### src/rtl/debouncer.sv
`default_nettype none
// ============================================================================
// Module  : debouncer
// Brief   : Per-bit two-flop synchronizer plus sampled saturating debounce
//           counter; press is filtered, release is immediate.
// Revision: 1.0 - initial release
// ============================================================================
module debouncer #(
  parameter int WIDTH          = 1,
  parameter int SAMPLE_CNT_MAX = 25000,
  parameter int PULSE_CNT_MAX  = 150
) (
  input  logic             clk,
  input  logic             rst,
  input  logic [WIDTH-1:0] signal_in,
  output logic [WIDTH-1:0] debounced_out
);

  localparam int SW = (SAMPLE_CNT_MAX > 1) ? $clog2(SAMPLE_CNT_MAX) : 1;
  localparam int PW = $clog2(PULSE_CNT_MAX + 1);

  // Reject out-of-range parameters at elaboration instead of truncating them.
  generate
    if (WIDTH < 1 || SAMPLE_CNT_MAX < 1 || PULSE_CNT_MAX < 1) begin : g_bad_params
      $error("debouncer: WIDTH, SAMPLE_CNT_MAX and PULSE_CNT_MAX must all be >= 1");
    end
  endgenerate

  localparam logic [SW-1:0] c_sample_last = SW'(SAMPLE_CNT_MAX - 1);
  localparam logic [PW-1:0] c_pulse_max   = PW'(PULSE_CNT_MAX);

  logic [WIDTH-1:0] r_sync1;
  logic [WIDTH-1:0] r_sync2;
  logic [SW-1:0]    r_sample_cnt;
  logic             w_tick;

  always_ff @(posedge clk) begin
    if (rst) begin
      r_sync1 <= '0;
      r_sync2 <= '0;
    end else begin
      r_sync1 <= signal_in;
      r_sync2 <= r_sync1;
    end
  end

  assign w_tick = (r_sample_cnt == c_sample_last);

  always_ff @(posedge clk) begin
    if (rst || w_tick) begin
      r_sample_cnt <= '0;
    end else begin
      r_sample_cnt <= r_sample_cnt + 1'b1;
    end
  end

  generate
    for (genvar i = 0; i < WIDTH; i++) begin : g_bit
      logic [PW-1:0] r_cnt;

      // A low synchronized level wins over a coincident tick.
      always_ff @(posedge clk) begin
        if (rst || !r_sync2[i]) begin
          r_cnt <= '0;
        end else if (w_tick && (r_cnt < c_pulse_max)) begin
          r_cnt <= r_cnt + 1'b1;
        end
      end

      assign debounced_out[i] = (r_cnt == c_pulse_max);
    end
  endgenerate

endmodule
`default_nettype wire

### config.mk
export PLATFORM = sky130hd
export DESIGN_NAME = debouncer
export DESIGN_NICKNAME = d
export VERILOG_FILES = /design/src/rtl/debouncer.sv
export SDC_FILE = /design/constraint.sdc
export NUM_CORES = 1
export LEC_CHECK = 0
export CORE_MARGIN = 8
export CORE_UTILIZATION = 31
export CTS_BUF_LIST = sky130_fd_sc_hd__clkbuf_16
export CTS_CLUSTER_SIZE = 8
export DETAILED_ROUTE_END_ITERATION = 12
export GPL_TIMING_DRIVEN = 1
export PLACE_DENSITY_LB_ADDON = 0.15
export SYNTH_ARGS = -nofsm -noshare
export SYNTH_HDL_FRONTEND = slang
export SYNTH_SLANG_ARGS = --single-unit
export TNS_END_PERCENT = 1
### constraint.sdc
create_clock -name clk -period 5.8 [get_ports clk]
set_input_delay 1.74 -clock clk [delete_from_list [all_inputs] [get_ports clk]]
set_output_delay 1.74 -clock clk [all_outputs]
set_load 0.02 [all_outputs]
==> impl_summary.md <==
Status
The flow ran to the end, and the final reports show no timing, DRC or antenna violations.

STA
Setup repair after global routing left no endpoint under its margin. Derived from the worst setup path, the maximum achievable clock frequency is 284 MHz. At the pin with the least slew margin, the transition time is 0.807 ns.

The worst path meets setup with 2.28 ns of slack. The clock tree skew after final layout is 0.00548 ns. The number of slew-limit violations in the final report is 0. The setup TNS is 0 ns. Setup violations remaining at the end of the flow were counted as 0. The total count of hold-check failures in the final report is 0. The final critical path takes up 60.7% of the cycle. In this run the tightest slew margin relative to its limit is 45.7%. The minimum clock period after layout is 3.52 ns.

Place
Timing analysis after detailed placement gives a worst setup slack of 2.57 ns. The HPWL after detailed placement is 1.61 mm. The count of input and output buffers is 3. At the end of routability-driven placement, the weighted congestion stood at 0.793.

Yosys
Counting flops and latches in the post-synthesis netlist gives 25. dfxtp_1 takes more of the synthesized area than any other cell. After synthesis, the netlist uses 31 different library cells. The synthesized design devotes to its leading area cell type 43.4% of total area.

The synthesized netlist net count is 137. Among all flip-flop cells after synthesis, the most frequent one is dfxtp_1. The post-synthesis cell area is 1150 um^2. Dividing the synthesized area by the synthesized cell count gives 8.81 um^2. The fraction of registers with async set/reset is 0%. The count of mapped cells out of synthesis is 131. The most common cell in the synthesized netlist is dfxtp_1. The proportion of synthesized chip area in sequential cells is 43.4%.

The number of warnings reported in the yosys synthesis log is 0. By area the synthesized netlist is led by dfxtp_1 (43%), xnor2_1 (7.6%), nor2_1 (5.5%), nand3_1 (4.3%), or4_1 (3.9%). In the synthesized netlist, the cells that appear most often are dfxtp_1 (25), nor2_1 (17), nand3_1 (10), xnor2_1 (10). Counting flops with a built-in enable in the synthesized netlist gives 0.

Power
The worst-case IR drop observed on VDD is 0.188 mV. The standby leakage power is 0.398 nW. The power density over the cells is 257 nW/um^2.

Worst setup path
On the critical path, the stage with the largest delay is an instance of clkdlybuf4s50_1. In this design, the stage delay of the slowest critical-path cell is 0.65 ns. The kind of cell with the highest combined delay along the critical path is buffers and inverters. The signal on the critical path passes through ha_1, nand3b_1, nor4_1, clkdlybuf4s50_1. At the worst endpoint, the required time is 4.06 ns. By startpoint and endpoint, the worst setup path is classified as register to output pin.

STA classifies the critical path startpoint as a register. STA classifies the critical path endpoint as an output pin. Data arrives at the worst endpoint at 1.78 ns. Of all nets on the critical path, the largest fanout is 7. Counting both buffers and inverters, the worst setup path holds a total of 1.

Clock network
TritonCTS created 3 clock buffers. Buffers inserted to repair hold after CTS numbered 0. The deepest clock path buffer count is 2. The number of setup buffers added after CTS is 0. The cell sitting at the root of the clock tree is a clkbuf_16. The sink count of the clock tree is 25. The later pin in the worst-skew pair is clocked with a latency of 0.26 ns. TritonCTS built the clock tree. The number of levels in the clock H-tree is 1. After clock tree synthesis, the clock-pin slew on the worst setup and hold paths is 0.06 ns. The number of instances resized during post-cts repair is 0.

Final layout
Of the cells placed in the final design, the portion with a size suffix greater than 1 is 3.68%. Counting the fill cells in the layout gives 386. The net count of the finished layout is 143. The storage element area is 500 um^2.

From synthesis to final layout, the design area changed by 13.4%. The post-layout utilization of the core is 36.0%. The multi-input combinational cells in the finished layout cover a total of 627 um^2. 0 antenna diodes ended up in the layout.

Die
The top-level I/O count is 4. Once the floorplan was initialized, standard cells occupied 31.7% of the core. The chip height is 77 um. The initialized floorplan defines 22 standard-cell rows. The die covers 5930 um^2.

Measured along the x axis, the die boundary spans 77 um. The area of the core region is 3630 um^2.

Hold path
The worst hold path belongs to the class register to register.

Global routing
The number of antenna violations at the first check in global routing is 0. The pin count of the biggest net entering global routing is 15. The number of global-route vias before repair is 875. The first global-routing pass estimated 3.89 mm of wire. The final global-route overflow total is 0. The busiest metal layer after global routing is met2. The met3 routing resource usage after global routing is 3.26%.

For this run, global-route usage on met1 was measured as 8.71%. The global-route usage over all layers is 8.01%. The fraction of met2 tracks used by global routing is 13.7%.

Routing
For this run, design rule violations remaining after detail routing come to 0. The via total after detailed routing is 934. The detail route stage leaves a number of antenna-violating nets equal to 0. The total routed wirelength is 2.28 mm. The detailed router finished its first iteration with 57 violations.

The wire length per cell after detailed routing is 12.4 um. The first TritonRoute pass finished after 4 iterations. The number of vias per cell after detailed routing is 5.08.

Job
Across the run, the number of max-cap violations was 0.
==> placed cells by master (no fill, tap or decap), types with 3 or more instances in the layout <==
master	n
ha_1	3
xnor2_1	10
nand4_1	3
nor2_1	17
a21oi_1	8
or4_1	6
clkbuf_16	3
clkdlybuf4s50_1	3
nor2b_1	3
dfxtp_1	25
inv_1	3
nand3_1	10
nor3_1	3
nand2_1	8
nor4_1	6
o31ai_1	5
==> per-layer routing <==
layer | part of all wire (%) | vias to the layer above
met5 | 0 | -
met4 | 1.4 | 0
met3 | 3.4 | 4
met2 | 49 | 11
met1 | 46 | 429
li1 | - | 490
==> stage by stage <==
step | power, W | cell area [um^2] | hold WS [ns] | std cells
finish | 0.000337 | 1310 | 0.456 | 184
global route | 0.000354 | 1310 | 0.475 | 184
CTS | 0.000344 | 1310 | 0.450 | 184
detailed placement | 0.000188 | 1230 | 0.435 | 180
global placement | 0.000188 | 1230 | 0.420 | 180
floorplan | 0.000185 | 1150 | 0.414 | 131
==> registers in the layout, summed over array words and instances (netlist names) <==
signal	count
r_sample_cnt	15
r_sync2	1
g_bit.r_cnt	8
r_sync1	1
==> cell type report <==
| class | instances | area share, % |
|---|---|---|
| Timing Repair Buffer | 3 | 2.29 |
| Clock inverter | 1 | 0.382 |
| Inverter | 3 | 0.860 |
| Clock buffer | 3 | 5.74 |
| Multi-Input combinational cell | 101 | 47.9 |
| Sequential cell | 25 | 38.2 |
| Tap cell | 48 | 4.59 |
==> logic make-up (layout without fill, tap and decap cells) <==
kind of cell	count (synthesis)	in the layout	synth area share, %
XOR/XNOR	12	12	9.11
flip-flops	25	25	43.4
AO/OA/AOI/OAI	21	21	11.5
AND/OR/NAND/NOR	65	65	30.5
adder cells (fa/ha/maj)	3	3	3.25
buffers and inverters	5	10	2.28
==> power by group <==
part	internal (W)	switching [W]	total, W
clock	0.0000929	0.0000597	0.000153
sequential	0.000174	0.00000184	0.000176
combinational	0.00000368	0.00000475	0.00000843
==> worst paths after layout <==
check / start / cells after the start / endpoint / slack [ns]
hold / removal: r_sync1$_SDFF_PP0_ / 1 / r_sync2$_SDFF_PP0_ / 0.46
setup / recovery: g_bit[0].r_cnt[1]$_SDFFE_PP0P_ / 4 / debounced_out / 2.28
setup reg to reg: r_sample_cnt[10]$_SDFF_PP0_ / 4 / g_bit[0].r_cnt[6]$_SDFFE_PP0P_ / 3.50
hold reg to reg: r_sync1$_SDFF_PP0_ / 1 / r_sync2$_SDFF_PP0_ / 0.46
Note: power is estimated with default switching activity, not from simulation.
